$ cat src/rtl/pistorm_bus_pkg.sv
// Shared types and constants for the Atari-side 68000 bus responder.
`timescale 1ns/1ps
package pistorm_bus_pkg;

    typedef enum logic [2:0] {
        IDLE     = 3'd0,
        DECODE   = 3'd1,
        WAIT     = 3'd2,
        ACK      = 3'd3,
        VPA_WAIT = 3'd4,
        TERM     = 3'd5,
        BERR     = 3'd6
    } resp_state_e;

    localparam logic [2:0]  FC_IACK      = 3'b111;
    localparam int          FC_SUPER_BIT = 2;
    localparam logic [23:0] DEF_REG_BASE = 24'hFF8E00;
    localparam logic [23:0] DEF_VPA_BASE = 24'hFFFC00;
    localparam int          WIN_ENTRIES  = 8;

    // Both windows are 16 bytes, so only A[23:4] takes part in the match.
    function automatic logic window_hit(input logic [23:0] addr, input logic [23:0] base);
        return (addr[23:4] == base[23:4]);
    endfunction

    function automatic logic [15:0] merge_lanes(input logic [15:0] cur,
                                                input logic [15:0] wr,
                                                input logic        uds_n,
                                                input logic        lds_n);
        logic [15:0] res;
        res = cur;
        if (!uds_n) res[15:8] = wr[15:8];
        else        res[15:8] = cur[15:8];
        if (!lds_n) res[7:0]  = wr[7:0];
        else        res[7:0]  = cur[7:0];
        return res;
    endfunction

endpackage

$ cat src/rtl/bus_edge_sync.sv
// N-flop synchroniser for one asynchronous bus signal, with single-clock
// rise/fall pulses derived from the synchronised level.
`timescale 1ns/1ps
module bus_edge_sync #(
    parameter int STAGES = 2
) (
    input  logic clk,
    input  logic rst_n,
    input  logic din,
    output logic dout,
    output logic rise,
    output logic fall
);

    logic [STAGES-1:0] sync_r;
    logic              last_r;

    // Shift chain plus one extra flop holding the previous synchronised level.
    always_ff @(posedge clk or negedge rst_n) begin
        if (!rst_n) begin
            sync_r <= '0;
            last_r <= 1'b0;
        end else begin
            sync_r <= {sync_r[STAGES-2:0], din};
            last_r <= sync_r[STAGES-1];
        end
    end

    assign dout = sync_r[STAGES-1];
    assign rise = sync_r[STAGES-1] & ~last_r;
    assign fall = ~sync_r[STAGES-1] & last_r;

endmodule

$ cat src/rtl/m68k_bus_responder.sv
// 68000 bus target: DTACK word window, VPA/E byte window and unclaimed-cycle
// BERR watchdog, all oversampled on PI_CLK.
`timescale 1ns/1ps
module m68k_bus_responder
    import pistorm_bus_pkg::*;
#(
    parameter logic [23:0] REG_BASE    = DEF_REG_BASE,
    parameter logic [23:0] VPA_BASE    = DEF_VPA_BASE,
    parameter int          WAIT_STATES = 2,
    parameter int          TIMEOUT     = 64,
    parameter bit          BERR_EN     = 1'b1
) (
    input  logic        PI_CLK,
    input  logic        RESET_n,
    input  logic        M68K_CLK,
    input  logic        M68K_E,
    input  logic        M68K_AS_n,
    input  logic        M68K_UDS_n,
    input  logic        M68K_LDS_n,
    input  logic        M68K_RW,
    input  logic [2:0]  M68K_FC,
    input  logic [23:1] M68K_A,
    input  logic [15:0] M68K_D_IN,
    output logic [15:0] M68K_D_OUT,
    output logic        M68K_D_OE,
    output logic        M68K_DTACK_n,
    output logic        M68K_VPA_n,
    input  logic        M68K_VMA_n,
    output logic        M68K_BERR_n,
    input  logic        EXT_ACK_n
);

    localparam int              WD_W    = $clog2(TIMEOUT + 1);
    localparam logic [WD_W-1:0] WD_LAST = WD_W'(TIMEOUT - 1);
    localparam logic [WD_W-1:0] WD_MAX  = WD_W'(TIMEOUT);
    localparam logic [7:0]      WS_LAST = 8'((WAIT_STATES > 0) ? (WAIT_STATES - 1) : 0);

    logic clk_s, clk_rise_s, clk_fall_s;
    logic e_s, e_rise_s, e_fall_s;
    logic as_s, as_rise_s, as_fall_s;
    logic uds_s, uds_rise_s, uds_fall_s;
    logic lds_s, lds_rise_s, lds_fall_s;
    logic vma_s, vma_rise_s, vma_fall_s;
    logic unused_s;

    bus_edge_sync #(.STAGES(3)) u_sync_clk (.clk(PI_CLK), .rst_n(RESET_n), .din(M68K_CLK),
        .dout(clk_s), .rise(clk_rise_s), .fall(clk_fall_s));
    bus_edge_sync #(.STAGES(2)) u_sync_e   (.clk(PI_CLK), .rst_n(RESET_n), .din(M68K_E),
        .dout(e_s), .rise(e_rise_s), .fall(e_fall_s));
    bus_edge_sync #(.STAGES(2)) u_sync_as  (.clk(PI_CLK), .rst_n(RESET_n), .din(M68K_AS_n),
        .dout(as_s), .rise(as_rise_s), .fall(as_fall_s));
    bus_edge_sync #(.STAGES(2)) u_sync_uds (.clk(PI_CLK), .rst_n(RESET_n), .din(M68K_UDS_n),
        .dout(uds_s), .rise(uds_rise_s), .fall(uds_fall_s));
    bus_edge_sync #(.STAGES(2)) u_sync_lds (.clk(PI_CLK), .rst_n(RESET_n), .din(M68K_LDS_n),
        .dout(lds_s), .rise(lds_rise_s), .fall(lds_fall_s));
    bus_edge_sync #(.STAGES(2)) u_sync_vma (.clk(PI_CLK), .rst_n(RESET_n), .din(M68K_VMA_n),
        .dout(vma_s), .rise(vma_rise_s), .fall(vma_fall_s));

    assign unused_s = ^{clk_s, clk_rise_s, e_s, e_rise_s, as_rise_s, uds_rise_s, uds_fall_s,
                        lds_rise_s, lds_fall_s, vma_rise_s, vma_fall_s};

    resp_state_e     state_r;
    logic [23:1]     addr_r;
    logic            rw_r;
    logic [2:0]      fc_r;
    logic [15:0]     din_r;
    logic [7:0]      ws_cnt_r;
    logic            wd_arm_r;
    logic            vma_seen_r;
    logic [WD_W-1:0] wd_cnt_r;
    logic [15:0]     regs_r  [WIN_ENTRIES];
    logic [7:0]      vregs_r [WIN_ENTRIES];
    logic            dtack_n_r, vpa_n_r, berr_n_r, d_oe_r;
    logic [15:0]     d_out_r;

    logic            reg_hit_s, vpa_hit_s, wd_tick_s, wd_terminal_s;
    logic [2:0]      idx_s;

    // Address decode of the captured cycle and watchdog tick qualification.
    always_comb begin
        reg_hit_s     = window_hit({addr_r, 1'b0}, REG_BASE);
        vpa_hit_s     = window_hit({addr_r, 1'b0}, VPA_BASE);
        idx_s         = addr_r[3:1];
        wd_tick_s     = BERR_EN && (state_r == TERM) && wd_arm_r && !as_s && EXT_ACK_n && clk_fall_s;
        wd_terminal_s = wd_tick_s && (wd_cnt_r == WD_LAST);
    end

    // Watchdog counter: any claim or AS release restarts the count from zero.
    always_ff @(posedge PI_CLK or negedge RESET_n) begin
        if (!RESET_n) begin
            wd_cnt_r <= '0;
        end else if (as_s || !EXT_ACK_n || (state_r != TERM) || !wd_arm_r) begin
            wd_cnt_r <= '0;
        end else if (wd_tick_s && (wd_cnt_r != WD_MAX)) begin
            wd_cnt_r <= wd_cnt_r + 1'b1;
        end else begin
            wd_cnt_r <= wd_cnt_r;
        end
    end

    // Responder FSM with registered bus outputs and both register windows.
    always_ff @(posedge PI_CLK or negedge RESET_n) begin
        if (!RESET_n) begin
            state_r    <= IDLE;
            addr_r     <= '0;
            rw_r       <= 1'b0;
            fc_r       <= 3'b000;
            din_r      <= 16'h0000;
            ws_cnt_r   <= 8'd0;
            wd_arm_r   <= 1'b0;
            vma_seen_r <= 1'b0;
            dtack_n_r  <= 1'b1;
            vpa_n_r    <= 1'b1;
            berr_n_r   <= 1'b1;
            d_oe_r     <= 1'b0;
            d_out_r    <= 16'h0000;
            for (int i = 0; i < WIN_ENTRIES; i++) begin
                regs_r[i]  <= 16'h0000;
                vregs_r[i] <= 8'h00;
            end
        end else begin
            case (state_r)
                IDLE: begin
                    if (as_fall_s) begin
                        addr_r     <= M68K_A;
                        rw_r       <= M68K_RW;
                        fc_r       <= M68K_FC;
                        din_r      <= M68K_D_IN;
                        ws_cnt_r   <= 8'd0;
                        vma_seen_r <= 1'b0;
                        wd_arm_r   <= 1'b0;
                        state_r    <= DECODE;
                    end
                end
                DECODE: begin
                    if (fc_r == FC_IACK) begin
                        wd_arm_r <= 1'b0;
                        state_r  <= TERM;
                    end else if (reg_hit_s && !fc_r[FC_SUPER_BIT]) begin
                        berr_n_r <= 1'b0;
                        state_r  <= BERR;
                    end else if (reg_hit_s) begin
                        state_r  <= (WAIT_STATES == 0) ? ACK : WAIT;
                    end else if (vpa_hit_s) begin
                        vpa_n_r  <= 1'b0;
                        state_r  <= VPA_WAIT;
                    end else begin
                        wd_arm_r <= BERR_EN;
                        state_r  <= TERM;
                    end
                end
                WAIT: begin
                    if (as_s) begin
                        state_r <= IDLE;
                    end else if (clk_fall_s) begin
                        if (ws_cnt_r == WS_LAST) state_r  <= ACK;
                        else                     ws_cnt_r <= ws_cnt_r + 8'd1;
                    end
                end
                ACK: begin
                    dtack_n_r <= 1'b0;
                    if (rw_r) begin
                        d_out_r <= regs_r[idx_s];
                        d_oe_r  <= 1'b1;
                    end else begin
                        regs_r[idx_s] <= merge_lanes(regs_r[idx_s], din_r, uds_s, lds_s);
                    end
                    state_r <= TERM;
                end
                VPA_WAIT: begin
                    if (as_s) begin
                        vpa_n_r <= 1'b1;
                        d_oe_r  <= 1'b0;
                        state_r <= IDLE;
                    end else begin
                        if (!vma_s) begin
                            vma_seen_r <= 1'b1;
                            if (rw_r) begin
                                d_out_r <= {vregs_r[idx_s], 8'hFF};
                                d_oe_r  <= 1'b1;
                            end
                        end
                        // The E edge only counts once VMA has been seen on an earlier clock.
                        if (vma_seen_r && e_fall_s) begin
                            if (!rw_r && !uds_s) vregs_r[idx_s] <= din_r[15:8];
                            state_r <= TERM;
                        end
                    end
                end
                TERM: begin
                    if (as_s) begin
                        dtack_n_r <= 1'b1;
                        vpa_n_r   <= 1'b1;
                        d_oe_r    <= 1'b0;
                        wd_arm_r  <= 1'b0;
                        state_r   <= IDLE;
                    end else if (wd_terminal_s) begin
                        berr_n_r  <= 1'b0;
                        wd_arm_r  <= 1'b0;
                        state_r   <= BERR;
                    end
                end
                BERR: begin
                    if (as_s) begin
                        berr_n_r <= 1'b1;
                        state_r  <= IDLE;
                    end
                end
                default: begin
                    dtack_n_r <= 1'b1;
                    vpa_n_r   <= 1'b1;
                    berr_n_r  <= 1'b1;
                    d_oe_r    <= 1'b0;
                    state_r   <= IDLE;
                end
            endcase
        end
    end

    assign M68K_DTACK_n = dtack_n_r;
    assign M68K_VPA_n   = vpa_n_r;
    assign M68K_BERR_n  = berr_n_r;
    assign M68K_D_OE    = d_oe_r;
    assign M68K_D_OUT   = d_out_r;

endmodule

$ cat config.mk
export PLATFORM = sky130hd
export DESIGN_NAME = m68k_bus_responder
export DESIGN_NICKNAME = d
export VERILOG_FILES = /design/src/rtl/pistorm_bus_pkg.sv /design/src/rtl/bus_edge_sync.sv /design/src/rtl/m68k_bus_responder.sv
export SDC_FILE = /design/constraint.sdc
export NUM_CORES = 1
export LEC_CHECK = 0
export ABC_AREA = 1
export CORE_MARGIN = 1.5
export CORE_UTILIZATION = 55
export DETAILED_ROUTE_END_ITERATION = 12
export PLACE_DENSITY = 0.71
export SYNTH_ARGS = -nofsm -noshare
export SYNTH_HDL_FRONTEND = slang
export SYNTH_SLANG_ARGS = --single-unit
export TNS_END_PERCENT = 10
$ cat constraint.sdc
create_clock -name PI_CLK -period 2.81 [get_ports PI_CLK]
set_input_delay 0.562 -clock PI_CLK [delete_from_list [all_inputs] [get_ports PI_CLK]]
set_output_delay 0.562 -clock PI_CLK [all_outputs]
set_load 0.02 [all_outputs]
==> results of run 1 <==
## synth_stat cells
master / n / area share
a21oi_1: 41 / 0.015
a22oi_1: 2 / 0.0011
a31oi_1: 3 / 0.0014
and3_1: 1 / 0.00047
buf_1: 9 / 0.0025
buf_2: 38 / 0.014
buf_4: 4 / 0.0022
buf_6: 4 / 0.0034
clkbuf_1: 17 / 0.0048
clkinv_1: 5 / 0.0014
dfrtp_1: 288 / 0.54
dfstp_2: 3 / 0.0059
ha_1: 4 / 0.0037
inv_1: 130 / 0.036
inv_2: 3 / 0.00084
nand2_1: 571 / 0.16
nand2_2: 2 / 0.00093
nand2_4: 1 / 0.00084
nand3_1: 215 / 0.080
nand3_2: 2 / 0.0015
nand3b_1: 2 / 0.0011
nand4_1: 12 / 0.0056
nor2_1: 94 / 0.026
nor2_2: 2 / 0.00093
nor2_4: 1 / 0.00084
nor3_1: 7 / 0.0026
nor3_4: 1 / 0.0012
nor3b_1: 2 / 0.0011
nor4_1: 1 / 0.00047
o2111ai_1: 1 / 0.00065
o211ai_1: 2 / 0.0011
o21a_1: 1 / 0.00056
o21ai_0: 164 / 0.061
o22ai_1: 19 / 0.0089
o2bb2ai_1: 1 / 0.00065
o31ai_1: 2 / 0.0011
or2_2: 9 / 0.0042
xnor2_1: 2 / 0.0013
xor2_1: 6 / 0.0039
## cell families after synthesis
kind of cell | count (synthesis) | synth area share
compound gates | 236 | 0.09217
simple gates | 923 | 0.2887
flops | 291 | 0.5443
xor+xnor | 8 | 0.005235
buf+inv | 210 | 0.06581
fa+ha+maj | 4 | 0.003739
## worst max-delay path, delay by kind of cell (launching register included)
family	cells	cell delay (ns)
flip-flops	1	0.54
AND/OR/NAND/NOR	2	0.66
buffers and inverters	2	0.84
AO/OA/AOI/OAI	1	0.35
## metrics by stage
stage               hold WS (ns)  utilization  area [um2]  cells
floorplan                 0.2664            -       13390   1672
global placement          0.3318       0.6129       14520   2032
detailed placement        0.3362       0.6129       14520   2032
CTS                       0.3507       0.6637       15720   2090
global route              0.3536       0.6637       15720   2090
finish                    0.3471       0.6637       15720   2090
## power by group through the flow
stage                     sequential, mW  combinational, mW  clock, mW
after CTS                           5.62               4.39       4.79
after floorplan                     5.59               2.86          0
final                               5.63               4.43       4.75
after detailed placement            5.67               4.35          0
after global routing                5.72               4.90       4.96
after global placement              5.65               4.24          0
## state kept, by name (all words and copies together) (netlist names), 2 cells and up
signal and count:
M68K_D_OUT 16, vregs_r 64, regs_r 128, din_r 16
ws_cnt_r 8, u_sync_clk.sync_r 3, u_sync_uds.sync_r 2, u_sync_e.sync_r 2
addr_r 23, fc_r 3, u_sync_vma.sync_r 2, state_r 3
u_sync_lds.sync_r 2, wd_cnt_r 7, u_sync_as.sync_r 2
## cells in the final DEF (no fill, tap or decap), types with 3 or more instances in the layout
cell type | synthesis | layout
buf_4 | 4 | 37
clkdlybuf4s50_1 | 0 | 70
inv_1 | 130 | 130
inv_2 | 3 | 3
nand4_1 | 12 | 12
or2_2 | 9 | 9
dfrtp_1 | 288 | 288
nor3_1 | 7 | 7
xor2_1 | 6 | 6
a31oi_1 | 3 | 3
clkinvlp_4 | 0 | 5
dfstp_2 | 3 | 3
o22ai_1 | 19 | 19
clkbuf_8 | 0 | 3
clkbuf_16 | 0 | 31
nand2_1 | 571 | 571
buf_12 | 0 | 5
nor2_1 | 94 | 94
nand3_1 | 215 | 215
o21ai_0 | 164 | 164
bufinv_16 | 0 | 10
a21oi_1 | 41 | 41
clkinv_1 | 5 | 5
ha_1 | 4 | 4
clkbuf_1 | 17 | 5
## final cells by class
type / count / share of cell area
flip-flops and latches: 291 / 0.4635
multi-input cells: 1171 / 0.3320
repair buffers: 114 / 0.07021
clock buffers: 39 / 0.05318
inverters: 138 / 0.03296
well taps: 319 / 0.02539
clock inverters: 18 / 0.02269
## worst max-delay path by stage
stage / cells after the start / endpoint / slack [ns]
floorplan: 11 / fc_r[0] / 1.09
CTS: 9 / regs_r[5] / 0.41
global route: 9 / regs_r[85] / 0.11
finish: 5 / vregs_r[60] / 0.31
global placement: 8 / M68K_D_OUT[15] / 0.48
detailed placement: 5 / vregs_r[60] / 0.43
## layer usage
metal | part of all wire | GRT usage | up-vias
met2 | 0.45 | 0.4728 | 471
met4 | 0.034 | 0.09863 | 0
li1 | - | - | 5545
met3 | 0.075 | 0.04949 | 100
met5 | 0 | 0 | -
met1 | 0.44 | 0.4290 | 5671
==> metrics, run 1 <==
clock tree buffer depth=3; Setup TNS Final=0 ns; Die ar.=around 25,000 um2; Synth Instances=around 1,700; Peak Freq=approximately 0.40 GHz; leak pwr=about 7.7 nW; first-pass GRT wire length=a little over 60 mm; Final WS setup=about 0.31 ns; Boundary Pins=between 70 and 80; Die H=approximately 160 um; post-CTS sizing=0; vias=approximately 12,000; Sw Share=0.3625; CP max-delay cell=inv_1; synthesized area=approximately 13,000 um2; reg2reg setup slack=between 0.3 and 0.4 ns; type of the most critical hold path=flip-flop to flip-flop; RSZ-0062 raised after global routing=no; Worst Hold End=u_sync_lds.sync_r[1]; Clock Tree Root=clkbuf_16; share of cells above drive strength 1=0.06719; area of the core=23,680 um2; Die W=~160 um; Clock Latency Late Sink=between 0.5 and 0.6 ns; post-DR wirelength/cell=approximately 18 um; Synth Warn #=0; WL final=around 38 mm; hold buffers post-CTS=1; H-tree depth=1; crit path launch type=flip-flop; fillers=just over 2,000; hold path startpoint=u_sync_lds.sync_r[0]; Tmin final=between 2 and 3 ns; Initial Util=0.5652; Peak supply drop=approximately 0.62 mV; port bufs=71; Final Hold Fails=0; pre-CTS setup slack=roughly 0.43 ns; most frequent cell on the critical path=nand2_1; worst r2r dst=vregs_r[60]; setup bufs post-CTS=0; Final period util=0.8908; HPWL after DPL=around 25 mm; gr ovfl total=0; cell-by-cell trace of the critical path=inv_2 -> nand2_1 -> inv_1 -> nand2_1 -> o21ai_0; CP Capture Type=flip-flop; Synth-to-Final Area Change=17.42%; Multi-input gate area=approximately 5200 um2; worst path arrival time=2.96 ns; Int Pwr=9.437 mW; Sink Count=between 200 and 300; sequential share of power=0.380; Post-DRT Antenna Nets=0; largest net degree at the start of global routing=73; crit-path max cell delay=between 0.6 and 0.7 ns; DRT Pass-1 Iters=5; syn_area_per_cell=roughly 8 um2; outcome=complete, no violations; crit path max fanout=16; Setup CP Type=flip-flop to flip-flop; cts bufs inserted=31; total chip power=around 15 mW; initial antenna violation count=0; worst-margin pin slew=between 0.8 and 0.9 ns; Clock power frac=0.321; Register Area=roughly 7300 um2; sequential fraction of the synthesis area=0.5443; CTS tree=done; row count=between 50 and 60; worst r2r src=addr_r[1]; Comb power frac=0.299; NetSw=5.366 mW; WHS Path Cells=0; GR Util All Layers=0.3011; flops & latches, synth=291; Worst-path clk slew=~0.060 ns; worst rel slew slack=0.4329; Yosys cell types=39; CP startpoint=addr_r[1]; gpl congestion=between 0.8 and 0.9; DR iter-0 viols=~1,200; Layout Nets=between 1,500 and 2,000; vias in the first global route=11,642; Worst Path Required=roughly 3.3 ns; R2R cell count=5; Mapped Nets=1,728; DRC=0; Setup Viol. Count Final=0; Slew Limit Fails=0; Worst Skew=0.009660 ns; Via-to-Cell Ratio=5.640; antenna diode count=0; PD cells=between 900 and 1000 nW/um2; max-cap viol count=0
Power figures use the tool's default switching activity.
==> inputs of run 2 (changes only) <==
--- a/config.mk
+++ b/config.mk
@@ -6,10 +6,11 @@
 export NUM_CORES = 1
 export LEC_CHECK = 0
 export ABC_AREA = 1
+export CORE_ASPECT_RATIO = 1.25
 export CORE_MARGIN = 1.5
-export CORE_UTILIZATION = 55
+export CORE_UTILIZATION = 30
 export DETAILED_ROUTE_END_ITERATION = 12
-export PLACE_DENSITY = 0.71
+export PLACE_DENSITY = 0.43
 export SYNTH_ARGS = -nofsm -noshare
 export SYNTH_HDL_FRONTEND = slang
 export SYNTH_SLANG_ARGS = --single-unit
==> metrics, run 2 (synthesis results as in run 1) <==
outcome=complete, no violations; leak pwr=7.708 nW; Peak supply drop=about 0.41 mV; Die W=approximately 190 um; initial antenna violation count=1; Boundary Pins=72; DR iter-0 viols=about 940; max-cap viol count=0; vias=11,339; type of the most critical hold path=primary input to asynchronous set/reset pin; Top delay family on crit path=simple AND/OR/NAND/NOR gates; Sink Count=approximately 290; row count=between 80 and 90; worst-margin pin slew=around 0.74 ns; H-tree depth=2; cts bufs inserted=34; area of the core=roughly 44,000 um2; CP Capture Type=flip-flop; post-DR wirelength/cell=between 15 and 20 um; most frequent cells in the layout=nand2_1, dfrtp_1, nand3_1; worst rel slew slack=0.5063; GR Util All Layers=0.1959; biggest registers after layout=regs_r: 128 flops, vregs_r: 64 flops, addr_r: 23 flops; crit path max fanout=12; worst path arrival time=between 2 and 3 ns; DRC=0; CP max-delay cell=dfrtp_1; Die H=roughly 240 um; antenna diode count=0; Die ar.=~46,000 um2; vias in the first global route=11,520; Peak Freq=roughly 0.42 GHz; post-CTS sizing=0; CP startpoint=state_r[0]; port bufs=just over 70; PD cells=a little over 900 nW/um2; Final period util=0.8473; worst r2r src=state_r[0]; first-pass GRT wire length=around 70 mm; gpl congestion=roughly 0.81; RSZ-0062 raised after global routing=no; setup bufs post-CTS=0; Tmin final=approximately 2.4 ns; Via-to-Cell Ratio=a little under 5; Initial Util=0.3041; WL final=roughly 43 mm; pre-CTS setup slack=a little under 0.4 ns; crit-path max cell delay=approximately 0.48 ns; Final Hold Fails=0; commonest non-fill, non-tap cell in the layout=nand2_1; DRT Pass-1 Iters=5; largest net degree at the start of global routing=70; Worst Skew=0.01438 ns; Slew Limit Fails=0; fillers=4,628; Post-DRT Antenna Nets=0; WP buf/inv=2; Layout Nets=1,817; share of cells above drive strength 1=0.07335; Top reg by flops=regs_r; Setup CP Type=flip-flop to flip-flop; Clock Latency Late Sink=about 0.52 ns; Setup Viol. Count Final=0; max reg flops=128; clock tree buffer depth=3; crit path launch type=flip-flop; Setup TNS Final=0 ns; Worst-path clk slew=approximately 0.060 ns; Synth-to-Final Area Change=19.86%; Final WS setup=about 0.43 ns; CTS tree=done; Clock Tree Root=clkbuf_16; Worst Path Required=3.19 ns; hold_ws=~0.048 ns; cell-by-cell trace of the critical path=nor2_1 -> nand2_2 -> nor2_1 -> nand3_1 -> nand2_1 -> buf_4 -> inv_1 -> nand2_1 -> nand3_1; gr ovfl total=0; hold buffers post-CTS=0; HPWL after DPL=about 30 mm
## run 2: changes by cell type in the layout (fill, tap and decap cells not counted), sizes merged
cell / change
buf: +12
bufinv: -9
clkbuf: +17
clkinv: +1
clkinvlp: -5
dlygate4sd3: -1
## run 2: final timing paths
check / endpoint / slack, ns / cells past startpoint
worst max register to register: M68K_D_OUT[14] / 0.43 / 9
worst min register to register: u_sync_clk.sync_r[1] / 0.35 / 0
min in group PI_CLK: u_sync_clk.sync_r[1] / 0.35 / 0
worst min-delay path: vregs_r[20] / 0.05 / 1
worst max-delay path: M68K_D_OUT[14] / 0.43 / 9
max in group asynchronous: ws_cnt_r[4] / 1.93 / 2
## run 2: area by class of cell
class,instances,area (um2),share of cell area
flip-flops and latches,291,7286,0.4541
well taps,572,715.7,0.04461
repair buffers,125,1159,0.07221
inverters,138,518.0,0.03229
multi-input cells,1171,5219,0.3253
clock buffers,56,1097,0.06839
clock inverters,5,50.05,0.003119
## run 2: report_power, final
part | switching, mW | internal, mW | total [mW]
Sequential | 0.556 | 5.08 | 5.63
Combinational | 3.16 | 1.38 | 4.53
Clock | 1.80 | 2.75 | 4.56
Total | 5.52 | 9.21 | 14.7
## run 2: through the flow
stage	instance area [um2]	util	power, mW	instances
floorplan	13390	-	8.450	1672
global placement	14900	0.3385	10.28	2297
detailed placement	14900	0.3385	10.32	2297
CTS	16040	0.3646	14.96	2358
global route	16040	0.3646	15.71	2358
finish	16040	0.3646	14.73	2358
## run 2: metal layers
metal  vias to the layer above  global-route usage  routed length (um)
li1                       5570                   -                   -
met1                      5512              0.2585               19580
met2                       196              0.3318               21370
met3                        61             0.02452                1311
met4                         0             0.06203                1079
met5                         -                   0                   0
==> edit (settings of run 1) <==
Encoding of `resp_state_e`: now Gray code (3 bits for 7 states).
--- a/src/rtl/pistorm_bus_pkg.sv
+++ b/src/rtl/pistorm_bus_pkg.sv
@@ -5,9 +5,9 @@
     typedef enum logic [2:0] {
-        IDLE     = 3'd0,
-        DECODE   = 3'd1,
-        WAIT     = 3'd2,
-        ACK      = 3'd3,
-        VPA_WAIT = 3'd4,
-        TERM     = 3'd5,
-        BERR     = 3'd6
+        IDLE     = 3'b000,
+        DECODE   = 3'b001,
+        WAIT     = 3'b011,
+        ACK      = 3'b010,
+        VPA_WAIT = 3'b110,
+        TERM     = 3'b111,
+        BERR     = 3'b101
     } resp_state_e;
Behaviour: no difference found for any inputs over 10 cycles, from zero or initial values and one cycle with RESET_n low; not proved beyond that.
==> edit against run 1 <==
- the flow now finishes with violations (hold timing)
- synthesized area grew 3.7%
- count of clock-buffer cells in the layout grew 7
- critical path depth grew 3
- setup slack gained 0.17 ns
- sequential cell count is the same
- final area grew 1.2%
- routed wire length shrank 3.7%
- power grew 4.7%
- cell count grew 2.6%
- critical endpoint is now M68K_D_OUT[0]
- highest routed layer unchanged
==> edit: results (changes against run 1) <==
Parameter                              Value

Placed design
  Placed Area ... 0.0149 mm² (was 0.0145 mm²)
  Final HPWL DP ... 23,900 µm (was 25,000 µm)
  Final weighted congestion of routability-driven global placement ... 0.874 (was 0.897)

Finish
  Nonclk inv count ... 174 (was 138)
  Final std cells w/o fill ... 2,144 (was 2,090)
  Area of the multi-input gates ... 0.00555 mm² (was 0.00522 mm²)
  Final Core Density ... 0.649 (was 0.664)
  Total number of multi-input combinational cells ... 1,197 (was 1,171)
  Final nets ... 1,851 (was 1,803)
  Clock network share of area ... 0.0645 (was 0.0759)
  Seq/total area ... 0.458 (was 0.464)

Critical path
  Critical-path cell with the highest stage delay ... sky130_fd_sc_hd__nor2_4 (was sky130_fd_sc_hd__inv_1)
  Kind of cell adding the most delay to the critical path ... simple AND/OR/NAND/NOR gates (was buffers and inverters)

Pwr
  Maximum vdd drop ... 0.484 mV (was 0.617 mV)
  Standby leakage power ... 7.75 nW (was 7.66 nW)

Global route
  Vias in the first global route ... 11,383 (was 11,642)
  Wire length of the first global-routing pass ... 59,200 µm (was 61,400 µm)
  Met1 demand-to-capacity share in global routing ... 0.401 (was 0.429)

STA
  Max Clock Skew ... 0.0140 ns (was 0.00966 ns)
  Final hold violation count ... 14 (was 0)
  Period minus WS final ... 2.34 ns (was 2.50 ns)
  Worst hold slack across all endpoints ... -0.0224 ns (was 0.347 ns)

Min path
  Class of the tightest hold or removal check ... in2async (was reg2reg)

Synthesis
  Post-Synthesis Net Count ... 1,795 (was 1,728)
  Top post-synthesis cells by area ... sky130_fd_sc_hd__dfrtp_1 (52%), sky130_fd_sc_hd__nand2_1 (16%), sky130_fd_sc_hd__nand3_1 (6.6%) (was sky130_fd_sc_hd__dfrtp_1 (54%), sky130_fd_sc_hd__nand2_1 (16%), sky130_fd_sc_hd__nand3_1 (8.0%))
  Count of cell types in the netlist ... 40 (was 39)

Status
  Result of the run ... finished, violations left (was finished, final reports clean)
  Violations in the final reports ... hold timing

Drt
  WL met2 ... 16,600 µm (was 17,100 µm)
[edit: cell types whose count changed after synthesis, moves of 8 or more]
cell / run 1 / this run
sky130_fd_sc_hd__a21oi_1: 41 / 25
sky130_fd_sc_hd__nor2_8: 0 / 8
sky130_fd_sc_hd__o21ai_1: 0 / 13
sky130_fd_sc_hd__nor2_4: 1 / 11
sky130_fd_sc_hd__o22ai_1: 19 / 28
sky130_fd_sc_hd__o21a_1: 1 / 10
sky130_fd_sc_hd__buf_4: 4 / 14
sky130_fd_sc_hd__o21ai_0: 164 / 177
sky130_fd_sc_hd__nand3_1: 215 / 184
sky130_fd_sc_hd__nand2_1: 571 / 609
sky130_fd_sc_hd__inv_1: 130 / 162
sky130_fd_sc_hd__nor2_1: 94 / 75
[edit: power breakdown]
group	internal, mW	total [mW]	switching, mW	leakage [nW]
clock network	2.42	4.09	1.67	0.516
logic	1.59	4.97	3.38	3.38
registers	5.56	6.43	0.872	3.85
